File: config.mk
export PLATFORM = sky130hd
export DESIGN_NAME = mandelbrot_tile_engine
export DESIGN_NICKNAME = d
export VERILOG_FILES = /design/src/rtl/mandelbrot_tile_engine.sv
export SDC_FILE = /design/constraint.sdc
export NUM_CORES = 1
export LEC_CHECK = 0
export BUFFER_PORTS_ARGS = -buffer_cell sky130_fd_sc_hd__buf_2
export CORE_UTILIZATION = 34
export CTS_CLUSTER_DIAMETER = 120
export CTS_CLUSTER_SIZE = 20
export DETAILED_ROUTE_END_ITERATION = 8
export PLACE_DENSITY_LB_ADDON = 0.15
export SYNTH_ARGS = -nofsm -noshare
export SYNTH_HDL_FRONTEND = slang
export SYNTH_SLANG_ARGS = --single-unit
File: constraint.sdc
create_clock -name clk -period 11.95 [get_ports clk]
set_input_delay 0.5975 -clock clk [delete_from_list [all_inputs] [get_ports clk]]
set_output_delay 0.5975 -clock clk [all_outputs]
set_load 0.01 [all_outputs]
File: src/rtl/mandelbrot_tile_engine.sv
// Fixed-point Mandelbrot escape-time engine: computes one tile in raster order
// and streams per-pixel iteration counts over a valid/ready handshake.
module mandelbrot_tile_engine #(
  parameter int unsigned BITWIDTH = 11,
  parameter int unsigned FRACBITS = 8,
  parameter int unsigned CTRWIDTH = 7,
  parameter int unsigned XBITS    = 3,
  parameter int unsigned YBITS    = 3,
  parameter int unsigned OUTBITS  = 4
) (
  input  logic                clk,
  input  logic                rst_n,
  input  logic                cfg_shift,
  input  logic                cfg_data,
  input  logic                cfg_commit,
  input  logic                start,
  input  logic                abort,
  input  logic [CTRWIDTH-1:0] max_ctr,
  input  logic [1:0]          ctr_select,
  output logic                busy,
  output logic                done,
  output logic                pix_valid,
  input  logic                pix_ready,
  output logic [OUTBITS-1:0]  pix_count,
  output logic [XBITS-1:0]    pix_x,
  output logic [YBITS-1:0]    pix_y,
  output logic                pix_last
);

  localparam int unsigned SHW = 2 * BITWIDTH + 2;
  localparam int unsigned PW  = 2 * BITWIDTH;
  localparam logic signed [PW-1:0] ESC_LIM = PW'(4) << FRACBITS;

  typedef enum logic [1:0] {IDLE, INIT, ITER, EMIT} state_t;
  state_t state, state_nxt;

  logic [SHW-1:0]             shadow;
  logic [BITWIDTH-1:0]        cr_off, ci_off;
  logic [1:0]                 scaling;
  logic [CTRWIDTH-1:0]        max_lat, ctr;
  logic signed [BITWIDTH-1:0] zr, zi, cr, ci;

  logic signed [PW-1:0]       zr_sq, zi_sq, zr_zi, mag;
  logic signed [BITWIDTH-1:0] zr_nxt, zi_nxt;
  logic                       escape, last_px, accept;

  // One z <- z^2 + c step; the cross term shifts one bit less to fold in the factor 2
  always_comb begin
    zr_sq  = (PW'(zr) * PW'(zr)) >>> FRACBITS;
    zi_sq  = (PW'(zi) * PW'(zi)) >>> FRACBITS;
    zr_zi  = (PW'(zr) * PW'(zi)) >>> (FRACBITS - 1);
    mag    = zr_sq + zi_sq;
    escape = (mag >= ESC_LIM);
    zr_nxt = BITWIDTH'(zr_sq - zi_sq + PW'(cr));
    zi_nxt = BITWIDTH'(zr_zi + PW'(ci));
  end

  assign last_px = (&pix_x) && (&pix_y);

  // Next-state logic; abort overrides everything outside IDLE
  always_comb begin
    state_nxt = state;
    accept    = 1'b0;
    case (state)
      IDLE: if (start) state_nxt = INIT;
      INIT: state_nxt = ITER;
      ITER: if (escape || (ctr == max_lat)) state_nxt = EMIT;
      EMIT: begin
        if (pix_ready) begin
          accept    = 1'b1;
          state_nxt = last_px ? IDLE : INIT;
        end
      end
      default: state_nxt = IDLE;
    endcase
    if (abort && (state != IDLE)) begin
      state_nxt = IDLE;
      accept    = 1'b0;
    end
  end

  always_ff @(posedge clk) begin
    if (!rst_n) begin
      state     <= IDLE;
      shadow    <= '0;
      cr_off    <= '0;
      ci_off    <= '0;
      scaling   <= '0;
      max_lat   <= '0;
      ctr       <= '0;
      zr        <= '0;
      zi        <= '0;
      cr        <= '0;
      ci        <= '0;
      busy      <= 1'b0;
      done      <= 1'b0;
      pix_valid <= 1'b0;
      pix_count <= '0;
      pix_x     <= '0;
      pix_y     <= '0;
      pix_last  <= 1'b0;
    end else begin
      state     <= state_nxt;
      busy      <= (state_nxt != IDLE);
      pix_valid <= (state_nxt == EMIT);
      done      <= accept && last_px;

      if (cfg_shift) shadow <= {shadow[SHW-2:0], cfg_data};
      if (cfg_commit && (state == IDLE)) {scaling, ci_off, cr_off} <= shadow;

      if ((state == IDLE) && start) begin
        max_lat <= max_ctr;
        pix_x   <= '0;
        pix_y   <= '0;
      end

      case (state)
        INIT: begin
          cr  <= cr_off + (BITWIDTH'(pix_x) << scaling);
          ci  <= ci_off + (BITWIDTH'(pix_y) << scaling);
          zr  <= '0;
          zi  <= '0;
          ctr <= '0;
        end
        ITER: begin
          if (state_nxt == ITER) begin
            zr  <= zr_nxt;
            zi  <= zi_nxt;
            ctr <= ctr + 1'b1;
          end
        end
        EMIT: begin
          if (accept && !last_px) begin
            pix_x <= pix_x + 1'b1;
            if (&pix_x) pix_y <= pix_y + 1'b1;
          end
        end
        default: ;
      endcase

      // Count is held in EMIT, so the shifted view tracks ctr_select while stalled
      if (state_nxt == EMIT) begin
        pix_count <= OUTBITS'(ctr >> ctr_select);
        pix_last  <= last_px;
      end
    end
  end

endmodule
=== Yosys cells after proc, flatten, opt, wreduce, memory -nomap -nowiden ===
Index checks and enable logic that the tools add are counted.

* $add $sub $neg: 9
* Multipliers: 3
* Divide/modulo/power cells: 0
* Order comparisons: 1
* Equal/unequal tests: 7
* Shift operators: 3
* Muxes and demuxes: 22
* Bitwise logic cells: 0
* Reduce and logical (&&, ||, !) cells: 15

{| class="wikitable"
|+ Operators with widths
! cell !! number
|-
| adder 11 bit || 4
|-
| multiplier 11 x 11 -> 22 bit || 2
|-
| case mux 11 bit (2 select lines) || 2
|-
| 2-to-1 mux 11 bit || 2
|-
| left shift 3 x 2 -> 11 bit || 2
|-
| 2-to-1 mux 3 bit || 7
|-
| multiplier 11 x 11 -> 18 bit || 1
|-
| adder 14 x 14 -> 15 bit || 1
|-
| greater-or-equal comparator 15 x 12 -> 1 bit, second input constant || 1
|-
| case mux 7 bit (2 select lines) || 1
|-
| subtractor 11 bit || 1
|-
| equality test 2 bit, second input constant || 4
|-
| 2-to-1 mux 2 bit || 4
|-
| case mux 2 bit (4 select lines) || 1
|-
| adder 7 x 1 -> 7 bit, second input constant || 1
|-
| equality test 7 bit || 1
|-
| 2-to-1 mux 7 bit || 1
|-
| right shift 7 x 2 -> 4 bit || 1
|-
| adder 3 x 1 -> 3 bit, second input constant || 2
|-
| logical AND 1 bit || 6
|-
| AND reduction 3 bit || 2
|-
| nonzero test 2 bit || 3
|-
| 2-to-1 mux 1 bit || 4
|-
| equality test 2 x 1 -> 1 bit, second input constant || 1
|-
| 5 further kinds || 5
|}

* Bits in registers: 122
* Latch bits: 0
* Bits in writable memories: 0
* ROM bits: 0
* Bits of input ports: 17
* Output and inout bits: 14
* Word-level logic and storage cells: 78
* Memories kept: 0

=== Depth between registers and ports, before layout ===
Gate-level depths: netlist of the first run.

* Depth in word-level cells: 10
* Mapped depth: 38
* Gate-level depth less buffers: 35

=== Worst setup path before layout of the first run ===
Ideal clock, no wire load.

* Path kind: register to register
* From: register zr[4]
* To: register ctr[2]
* Data arrival time: 7.845 ns
* Slack: 3.983 ns
* Cell stages (with the launch flop): 34
* Buffers on the path: 2
* Clock period less this slack: 7.967 ns
* Cells stage by stage: dfxtp_1 clkbuf_1 clkbuf_1 nand2_1 fa_1 inv_1 fa_1 inv_1 fa_1 inv_1 fa_1 fa_1 ha_1 nor2b_1 a41o_1 nor2_1 nor2b_1 nor2_1 o21bai_1 a21o_1 a21oi_1 xnor2_1 ha_1 a211oi_1 a21boi_0 o21bai_1 a32o_1 a211o_1 mux2_2 o32ai_2 o211ai_2 a21oi_4 nor2_1 a221o_1

* Word-level cells in the longest chain between the ends: 10

{| class="wikitable"
|+ RTL lines
! what !! line !! text
|-
| from (decl) || 41 || <nowiki>logic signed [BITWIDTH-1:0] zr, zi, cr, ci;</nowiki>
|-
| from (signal assigned) || 127 || <nowiki>zr <= zr_nxt;</nowiki>
|-
| multiplier 11 x 11 -> 22 bit || 49 || <nowiki>zr_sq = (PW'(zr) * PW'(zr)) >>> FRACBITS;</nowiki>
|-
| adder 14 x 14 -> 15 bit || 52 || <nowiki>mag = zr_sq + zi_sq;</nowiki>
|-
| greater-or-equal comparator 15 x 12 -> 1 bit || 53 || <nowiki>escape = (mag >= ESC_LIM);</nowiki>
|-
| logical OR 1 bit || 67 || <nowiki>ITER: if (escape || (ctr == max_lat)) state_nxt = EMIT;</nowiki>
|-
| 2-to-1 mux 2 bit || 67 ||
|-
| case mux 2 bit (4 select lines) || 64 || <nowiki>case (state)</nowiki>
|-
| 2-to-1 mux 2 bit || 76 || <nowiki>if (abort && (state != IDLE)) begin</nowiki>
|-
| equality test 2 bit || 126 || <nowiki>if (state_nxt == ITER) begin</nowiki>
|-
| inequality test 2 bit (no source line) || n/a ||
|-
| AND reduction 2 bit (no source line) || n/a ||
|-
| to (signal assigned) || 129 || <nowiki>ctr <= ctr + 1'b1;</nowiki>
|-
| to (decl) || 40 || <nowiki>logic [CTRWIDTH-1:0] max_lat, ctr;</nowiki>
|}

Every way passes these cells.
A chain may end at the register's enable or synchronous reset.

=== Final worst setup path of the first run ===
* From: register zi[5]
* To: register zr[8]

* Word-level cells in the longest chain between the ends: 10
* Elaborated cells between the ends (all ways): 14
* Classes of those cells: add/sub (3); mul (1); order compare (1); eq/ne (2); mux (5); reduce/logical (2)

{| class="wikitable"
|+ RTL lines
! what !! line !! text
|-
| from (decl) || 41 ||
|-
| from (signal assigned) || 128 || <nowiki>zi <= zi_nxt;</nowiki>
|-
| multiplier 11 x 11 -> 22 bit * || 50 || <nowiki>zi_sq = (PW'(zi) * PW'(zi)) >>> FRACBITS;</nowiki>
|-
| adder 14 x 14 -> 15 bit || 52 ||
|-
| greater-or-equal comparator 15 x 12 -> 1 bit || 53 ||
|-
| logical OR 1 bit || 67 ||
|-
| 2-to-1 mux 2 bit || 67 ||
|-
| case mux 2 bit (4 select lines) || 64 ||
|-
| 2-to-1 mux 2 bit || 76 ||
|-
| equality test 2 bit || 126 ||
|-
| inequality test 2 bit (no source line) || n/a ||
|-
| AND reduction 2 bit (no source line) || n/a ||
|}

Every way passes the cells marked *; elsewhere a longest branch is shown, timed or not. The select of a mux whose other input is x is not followed.

==> flow_metrics.env, run 1 <==
export IMPL_rsz0062_at_grt="false"
export IMPL_clockPowerShare=0.495
export IMPL_ir_drop_v=0.0000928
export IMPL_core_area_um2=55200
export IMPL_synth_top_area_frac=0.316
export IMPL_layout_common_cells="inv_1 (409), fa_1 (300), nand2_1 (235), ha_1 (185), nor2_1 (146)"
export IMPL_grt_overflow_total=0
export IMPL_io_pins=31
export IMPL_p_sw_mw=0.298
export IMPL_pwr_density_cell_nw_per_um2=51.8
export IMPL_area_growth_pct=7.61
export IMPL_multi_input_area_um2=14700
export IMPL_worstMarginPinSlew_ps=1190
export IMPL_cts_made_buffers=17
export IMPL_crit_top_cell="o21a_1"
export IMPL_yosys_warnings=0
export IMPL_grt_pass1_vias=15060
export IMPL_crit_required_ps=12250
export IMPL_fmax_mhz=107
export IMPL_grt_max_degree=80
export IMPL_synthAdderAreaFrac=0.438
export IMPL_p_sw_frac=0.281
export IMPL_synth_main_ff_cell="dfxtp_1"
export IMPL_finalMaxSlewViolations=0
export IMPL_antenna_cells=0
export IMPL_syn_num_nets=2674
export IMPL_antenna_found_initial=1
export IMPL_critical_path_max_stage_delay_ps=770
export IMPL_seq_area_um2=2440
export IMPL_synthCells=2172
export IMPL_grt_pass1_wl_um=82900
export IMPL_cellLeakagePower_nw=9.81
export IMPL_clk_latency_ps=420
export IMPL_vias=14200
export IMPL_cts_root_buffer="clkbuf_16"
export IMPL_viasPerCell=4.89
export IMPL_cts_buffer_depth=2
export IMPL_setup_tns_ps=0
export IMPL_path_buf_inv=4
export IMPL_intPower_mw=0.761
export IMPL_skew_ps=8.62
export IMPL_worstSetupPathType="reg2reg"
export IMPL_cpLargestDelayFamily="compound AO/OA/AOI/OAI gates"
export IMPL_ant_nets=0
export IMPL_routedWlPerCell_um=17.6
export IMPL_post_route_min_period_ps=9340
export IMPL_fillCellCount=5746
export IMPL_drtIter0Drc=819
export IMPL_synth_compound_area_frac=0.110
export IMPL_synth_avg_cell_area_um2=8.75
export IMPL_ys_ff_latch=122
export IMPL_seq_power_share=0.398
export IMPL_whs_ps=416
export IMPL_cts_tree="yes"
export IMPL_startpoint_type="register"
export IMPL_cp_data_arrival_time_ps=9640
export IMPL_setup_violations=0
export IMPL_layout_commonest_cell="inv_1"
export IMPL_cts_resized=0
export IMPL_synth_cell_types=84
export IMPL_synth_xor_area_frac=0.0534
export IMPL_seq_area_frac_synth=0.128
export IMPL_fin_crit_sh=0.782
export IMPL_drive_above_1_share=0.0570
export IMPL_worstSetupEndpointType="register"
export IMPL_gp_congestion=0.849
export IMPL_synth_simple_area_share=0.150
export IMPL_yosys_top_cells_area="fa_1 (32%), dfxtp_1 (13%), ha_1 (12%)"
export IMPL_cpMaxStageDelayCell="dfxtp_1"
export IMPL_status="completed"
export IMPL_slew_headroom=0.204
export IMPL_yosys_area_top_type="fa_1"
export IMPL_start_util=0.344
export IMPL_die_x_um=238
export IMPL_portBuffers=30
export IMPL_ys_async_sr_fraction=0
export IMPL_syn_area_um2=19000
export IMPL_hold_path_class="in2reg"
export IMPL_drtPass1Iterations=5
export IMPL_die_h_um=238
export IMPL_synth_edf_count=0
export IMPL_cap_violations=0
export IMPL_power_frac_comb=0.107
export IMPL_grt_use_total=0.188
export IMPL_cp_max_fo=45
export IMPL_wl_um=51100
export IMPL_synth_top_family_by_area="adder cells"
export IMPL_drcViolationCount=0
export IMPL_cts_setup_buffers=0
export IMPL_rows=86
export IMPL_dpl_hpwl_um=41600
export IMPL_nets=2647
export IMPL_cts_sinks=122
export IMPL_postCtsHoldBufs=0
export IMPL_htree_levels=4
export IMPL_synth_mux_area_frac=0.0199
export IMPL_die_area_um2=56900
export IMPL_hold_viol_final=0
export IMPL_clkSlewWorstSetupHoldPaths_ps=60
-- cells by family after synthesis --
logic type,count (synthesis)
adders and majority gates,486
xor gates and xnor gates,116
muxes,36
DFF,122
AOI/OAI and AO/OA,295
and+or+nand+nor,611
buffers and inverters,506
-- worst register-to-register path, delay by kind of cell (launching register included) --
kind / cells / cell delay, ps
flip-flops: 1 / 770
adder cells (fa/ha/maj): 7 / 3050
AO/OA/AOI/OAI: 15 / 3110
multiplexers: 1 / 280
buffers and inverters: 4 / 1180
AND/OR/NAND/NOR: 3 / 830
-- flip-flops by register name, indices dropped and copies added (netlist names), 2 cells and up --
signal and flops:
state 2, ci_off 11, pix_x 3, max_lat 7, ci 11, cr 11, pix_count 4, scaling 2
zi 11, pix_y 3, zr 11, ctr 7, shadow 24, cr_off 11
-- layout make-up --
cell class                 count  area share
timing repair buffer          45      0.0128
clock inverter                14     0.00777
clock buffer                  18      0.0210
inverter                     415      0.0762
multi-input combinational   1544       0.717
tap                          748      0.0457
sequential                   122       0.119
-- power by group through the flow --
stage	combinational, mW	sequential (mW)	clock (mW)
after floorplan	0.0773	0.426	0
after global placement	0.114	0.430	0
after detailed placement	0.113	0.430	0
after CTS	0.114	0.421	0.535
after global routing	0.125	0.422	0.553
final	0.113	0.421	0.524
-- Yosys cell counts, types with 7 or more instances --
cell,number
a31o_2,7
nor2b_1,30
fa_1,300
nand4_1,8
ha_1,185
buf_1,15
nand2_1,235
nand3_1,51
or2_2,7
or3_1,8
xor2_1,29
o21bai_1,19
inv_1,409
xnor2_1,87
nor3_1,14
o21a_1,20
a21oi_1,98
and2_1,60
a211oi_1,18
clkbuf_1,70
o21ai_0,27
mux2i_1,31
nand2b_1,12
dfxtp_1,122
and3_1,7
nor2_1,146
a21o_1,21
o41ai_1,17
-- per-stage QoR --
stage / utilization / worst slack [ps] / area [µm²] / power [mW] / std cells
floorplan: - / 3980 / 19000 / 0.503 / 2172
global placement: 0.360 / 2810 / 19900 / 0.544 / 2874
detailed placement: 0.360 / 2650 / 19900 / 0.544 / 2874
CTS: 0.371 / 2620 / 20500 / 1.07 / 2906
global route: 0.371 / 2140 / 20500 / 1.10 / 2906
finish: 0.371 / 2610 / 20500 / 1.06 / 2906
-- per-layer routing --
metal,global-route usage,vias to the layer above,part of all wire
met2,0.329,207,0.49
met4,0.0490,0,0.023
met5,0,-,0
met1,0.246,7094,0.45
met3,0.0219,56,0.037
li1,-,6843,-
-- path summary, 6_finish.rpt --
kind                            startpoint    endpoint  slack, ps  depth (start not counted)
worst max-delay path                 zi[5]       zr[8]       2610                         30
worst min register to register       cr[5]       cr[5]        450                          2
worst min-delay path            max_ctr[0]  max_lat[0]        420                          3
worst max register to register       zi[5]       zr[8]       2610                         30
Note: power is estimated with default switching activity, not from simulation.
==> run 2: changes to the inputs <==
==> constraint.sdc (replaced) <==
create_clock -name clk -period 9.6 [get_ports clk]
set_input_delay 0.48 -clock clk [delete_from_list [all_inputs] [get_ports clk]]
set_output_delay 0.48 -clock clk [all_outputs]
set_load 0.01 [all_outputs]
==> flow_metrics.env, run 2 (synthesis results as in run 1) <==
export IMPL_hold_path_class="in2reg"
export IMPL_cpLargestDelayFamily="compound AO/OA/AOI/OAI gates"
export IMPL_setup_ws_ps=670
export IMPL_area_growth_pct=8.45
export IMPL_post_route_min_period_ps=8930
export IMPL_drtPass1Iterations=5
export IMPL_worstSetupEndpointType="register"
export IMPL_portBuffers=30
export IMPL_whs_ps=309
export IMPL_dpl_hpwl_um=42300
export IMPL_gp_congestion=0.837
export IMPL_die_h_um=238
export IMPL_rows=86
export IMPL_fmax_mhz=112
export IMPL_status="completed"
export IMPL_cp_max_fo=14
export IMPL_worstSetupPathType="reg2reg"
export IMPL_grt_pass1_wl_um=84000
export IMPL_drive_above_1_share=0.0652
export IMPL_cpMaxStageDelayCell="fa_1"
export IMPL_hold_viol_final=0
export IMPL_grt_use_total=0.192
export IMPL_setup_violations=0
export IMPL_rsz0062_at_grt="false"
export IMPL_ant_nets=0
export IMPL_reg2reg_from="zi[5]"
export IMPL_totalPowerFinal_mw=1.33
export IMPL_cts_root_buffer="clkbuf_16"
export IMPL_routedWlPerCell_um=17.7
export IMPL_critical_path_max_stage_delay_ps=530
export IMPL_cts_buffer_depth=2
export IMPL_slew_headroom=0.237
export IMPL_grt_pass1_vias=15115
export IMPL_dpl_cell_area_um2=20000
export IMPL_drtIter0Drc=701
export IMPL_cts_sinks=122
export IMPL_p_sw_frac=0.288
export IMPL_startpoint_type="register"
export IMPL_viasPerCell=4.88
export IMPL_cellLeakagePower_nw=9.90
export IMPL_cts_resized=0
export IMPL_seq_power_share=0.393
export IMPL_wl_um=51800
export IMPL_layout_commonest_cell="inv_1"
export IMPL_fillCellCount=5706
export IMPL_finalMaxSlewViolations=0
export IMPL_clk_latency_ps=430
export IMPL_place_ws_ps=689
export IMPL_min_to="max_lat[5]"
export IMPL_cts_setup_buffers=0
export IMPL_power_frac_comb=0.105
export IMPL_crit_top_cell="o21a_1"
export IMPL_cp_data_arrival_time_ps=9190
export IMPL_pwr_density_cell_nw_per_um2=64.7
export IMPL_fin_cells=2925
export IMPL_r2r_setup_slack_ps=670
export IMPL_cp_depth=31
export IMPL_drcViolationCount=0
export IMPL_crit_required_ps=9860
export IMPL_worstMarginPinSlew_ps=1140
export IMPL_p_sw_mw=0.384
export IMPL_top_register="shadow"
export IMPL_finish_utilization=0.374
export IMPL_io_pins=31
export IMPL_htree_levels=4
export IMPL_post_route_cell_area_um2=20600
export IMPL_largest_reg_flops=24
export IMPL_cts_tree="yes"
export IMPL_cap_violations=0
export IMPL_placed_cells=2893
export IMPL_antenna_cells=0
export IMPL_grt_max_degree=85
export IMPL_min_from="max_ctr[5]"
export IMPL_worstReg2RegEnd="zi[10]"
export IMPL_antenna_found_initial=0
export IMPL_whs_path_depth=3
export IMPL_fin_crit_sh=0.930
export IMPL_postCtsHoldBufs=0
export IMPL_nets=2666
export IMPL_core_area_um2=55200
export IMPL_setup_tns_ps=0
export IMPL_clockPowerShare=0.502
export IMPL_die_x_um=238
export IMPL_intPower_mw=0.949
export IMPL_layout_common_cells="inv_1 (409), fa_1 (300), nand2_1 (235), ha_1 (185), nor2_1 (146)"
export IMPL_vias=14262
export IMPL_ir_drop_v=0.0000787
export IMPL_grt_overflow_total=0
export IMPL_reg2regPathDepth=31
export IMPL_die_area_um2=56900
export IMPL_clkSlewWorstSetupHoldPaths_ps=80
export IMPL_cts_made_buffers=17
export IMPL_skew_ps=20.5
export IMPL_path_buf_inv=4
export IMPL_start_util=0.344
==> run 2: cell types whose count changed in the layout (fill, tap and decap cells not counted), moves of 2 or more <==
| cell | before | now |
|---|---|---|
| clkinvlp_4 | 2 | 4 |
| buf_4 | 15 | 33 |
| inv_6 | 7 | 3 |
| inv_8 | 0 | 2 |
==> run 2: layer usage <==
layer,wire [µm],up-vias,GRT usage
met2,25800,228,0.339
met5,0,-,0
li1,-,6873,-
met1,23600,7122,0.255
met4,795,0,0.0346
met3,1510,39,0.0181
==> run 2: power by group through the flow <==
| stage | clock network (mW) | logic (mW) | registers, mW |
|---|---|---|---|
| final | 0.669 | 0.140 | 0.524 |
| after global routing | 0.710 | 0.154 | 0.525 |
| after CTS | 0.694 | 0.141 | 0.524 |
| after detailed placement | 0 | 0.140 | 0.536 |
| after global placement | 0 | 0.140 | 0.536 |
| after floorplan | 0 | 0.0963 | 0.530 |
==> run 2: worst max-delay path by stage <==
stage               start     end  slack (ps)
floorplan           zr[4]  ctr[2]        1630
global placement    zi[5]  zi[10]         820
detailed placement  zi[5]  zi[10]         690
CTS                 zi[5]  zi[10]         630
global route        zi[5]  zi[10]         120
finish              zi[5]  zi[10]         670
==> run 2: layout make-up <==
class,count,area (µm²),area share
multi-input cells,1544,14700,0.712
flip-flops and latches,122,2440,0.118
inverters,415,1560,0.0756
well taps,748,936,0.0454
clock buffers,18,429,0.0208
repair buffers,64,418,0.0203
clock inverters,14,165,0.00801
==> run 2: worst min-delay path: stages <==
cell and delay (ps):
buf_2 100, nand2_1 60, a21oi_1 50
==> run 3: changes to the inputs <==
--- a/config.mk
+++ b/config.mk
@@ -6,6 +6,8 @@
 export NUM_CORES = 1
 export LEC_CHECK = 0
 export BUFFER_PORTS_ARGS = -buffer_cell sky130_fd_sc_hd__buf_2
+export CELL_PAD_IN_SITES_DETAIL_PLACEMENT = 1
+export CELL_PAD_IN_SITES_GLOBAL_PLACEMENT = 1
 export CORE_UTILIZATION = 34
 export CTS_CLUSTER_DIAMETER = 120
 export CTS_CLUSTER_SIZE = 20
==> flow_metrics.env, run 3 (synthesis results as in run 1) <==
export IMPL_post_route_min_period_ps=8970
export IMPL_hold_path_class="in2reg"
export IMPL_cpLargestDelayFamily="compound AO/OA/AOI/OAI gates"
export IMPL_die_h_um=238
export IMPL_finalMaxSlewViolations=0
export IMPL_rows=86
export IMPL_start_util=0.344
export IMPL_drive_above_1_share=0.0653
export IMPL_cts_made_buffers=17
export IMPL_area_growth_pct=8.35
export IMPL_cellLeakagePower_nw=9.90
export IMPL_wl_um=54900
export IMPL_nets=2664
export IMPL_worstSetupEndpointType="register"
export IMPL_cts_tree="yes"
export IMPL_drcViolationCount=0
export IMPL_postCtsHoldBufs=0
export IMPL_antenna_cells=0
export IMPL_intPower_mw=0.935
export IMPL_grt_max_degree=71
export IMPL_dpl_hpwl_um=45500
export IMPL_cp_data_arrival_time_ps=9350
export IMPL_cpMaxStageDelayCell="dfxtp_1"
export IMPL_skew_ps=13.1
export IMPL_gp_congestion=0.812
export IMPL_crit_required_ps=9970
export IMPL_setup_tns_ps=0
export IMPL_crit_top_cell="o21a_1"
export IMPL_slew_headroom=0.269
export IMPL_drtIter0Drc=451
export IMPL_clockPowerShare=0.497
export IMPL_clk_latency_ps=430
export IMPL_cap_violations=0
export IMPL_hold_viol_final=0
export IMPL_startpoint_type="register"
export IMPL_layout_commonest_cell="inv_1"
export IMPL_seq_power_share=0.399
export IMPL_pwr_density_cell_nw_per_um2=63.8
export IMPL_grt_pass1_vias=15941
export IMPL_p_sw_mw=0.380
export IMPL_grt_pass1_wl_um=89100
export IMPL_fin_cells=2923
export IMPL_portBuffers=30
export IMPL_fmax_mhz=111
export IMPL_ir_drop_v=0.000103
export IMPL_status="completed"
export IMPL_antenna_found_initial=1
export IMPL_vias=14339
export IMPL_core_area_um2=55200
export IMPL_cts_buffer_depth=2
export IMPL_critical_path_max_stage_delay_ps=860
export IMPL_die_area_um2=56900
export IMPL_layout_common_cells="inv_1 (409), fa_1 (300), nand2_1 (235), ha_1 (185), nor2_1 (146)"
export IMPL_cp_max_fo=45
export IMPL_rsz0062_at_grt="false"
export IMPL_viasPerCell=4.91
export IMPL_routedWlPerCell_um=18.8
export IMPL_cts_sinks=122
export IMPL_grt_overflow_total=0
export IMPL_largest_reg_flops=24
export IMPL_worstSetupPathType="reg2reg"
export IMPL_io_pins=31
export IMPL_power_frac_comb=0.104
export IMPL_placed_cells=2891
export IMPL_die_x_um=238
export IMPL_fin_crit_sh=0.935
export IMPL_worstMarginPinSlew_ps=1090
export IMPL_grt_use_total=0.204
export IMPL_p_sw_frac=0.289
export IMPL_cts_root_buffer="clkbuf_16"
export IMPL_drtPass1Iterations=4
export IMPL_clkSlewWorstSetupHoldPaths_ps=70
export IMPL_setup_violations=0
export IMPL_htree_levels=4
export IMPL_path_buf_inv=6
export IMPL_top_register="shadow"
export IMPL_whs_ps=288
export IMPL_ant_nets=0
run 3: metrics by stage:
step	setup slack, ps	area (µm²)	power (mW)	util
after global placement	776	20000	0.673	0.363
after global routing	141	20600	1.37	0.373
after floorplan	1630	19000	0.627	-
final	627	20600	1.31	0.373
after CTS	503	20600	1.34	0.373
after detailed placement	537	20000	0.674	0.363
run 3: routing by layer:
layer	GRT usage	part of all wire	vias up	wire length, µm
met5	0	0	-	0
met4	0.0505	0.021	0	1160
met2	0.360	0.50	146	27300
met1	0.264	0.46	7289	25100
li1	-	-	6861	-
met3	0.0240	0.024	43	1310
run 3: worst paths after layout:
kind              startpoint  depth (start not counted)    endpoint  slack (ps)
setup / recovery       zi[6]                         34      ctr[2]         630
hold / removal    max_ctr[0]                          3  max_lat[0]         290
setup reg to reg       zi[6]                         34      ctr[2]         630
hold reg to reg        cr[3]                          2       cr[3]         460
run 3: power groups by stage:
stage          clock [mW]  combinational [mW]  sequential (mW)
3_3_place_gp            0               0.137            0.535
3_5_place_dp            0               0.139            0.536
5_1_grt             0.695               0.152            0.525
4_1_cts             0.674               0.139            0.524
2_1_floorplan           0              0.0963            0.530
6_report            0.653               0.137            0.524
run 3: cell type report:
class                           instances  area, µm²
Timing Repair Buffer                   62        403
Inverter                              415       1560
Sequential cell                       122       2440
Multi-Input combinational cell       1544      14700
Fill cell                            6428      34600
Tap cell                              748        936
Clock inverter                         14        149
Clock buffer                           18        439
run 3: worst register-to-register path, delay by kind of cell (launching register included):
kind	cells	cell delay, ps
AOI/OAI and AO/OA	16	3480
adders and majority gates	7	2510
buffers and inverters	6	970
DFF	1	860
and+or+nand+nor	4	860
muxes	1	270
run 3: what timing repair did:
item	CTS	global route
setup buffers	0	0
endpoints found under the setup margin	0	7
resized for setup	0	1
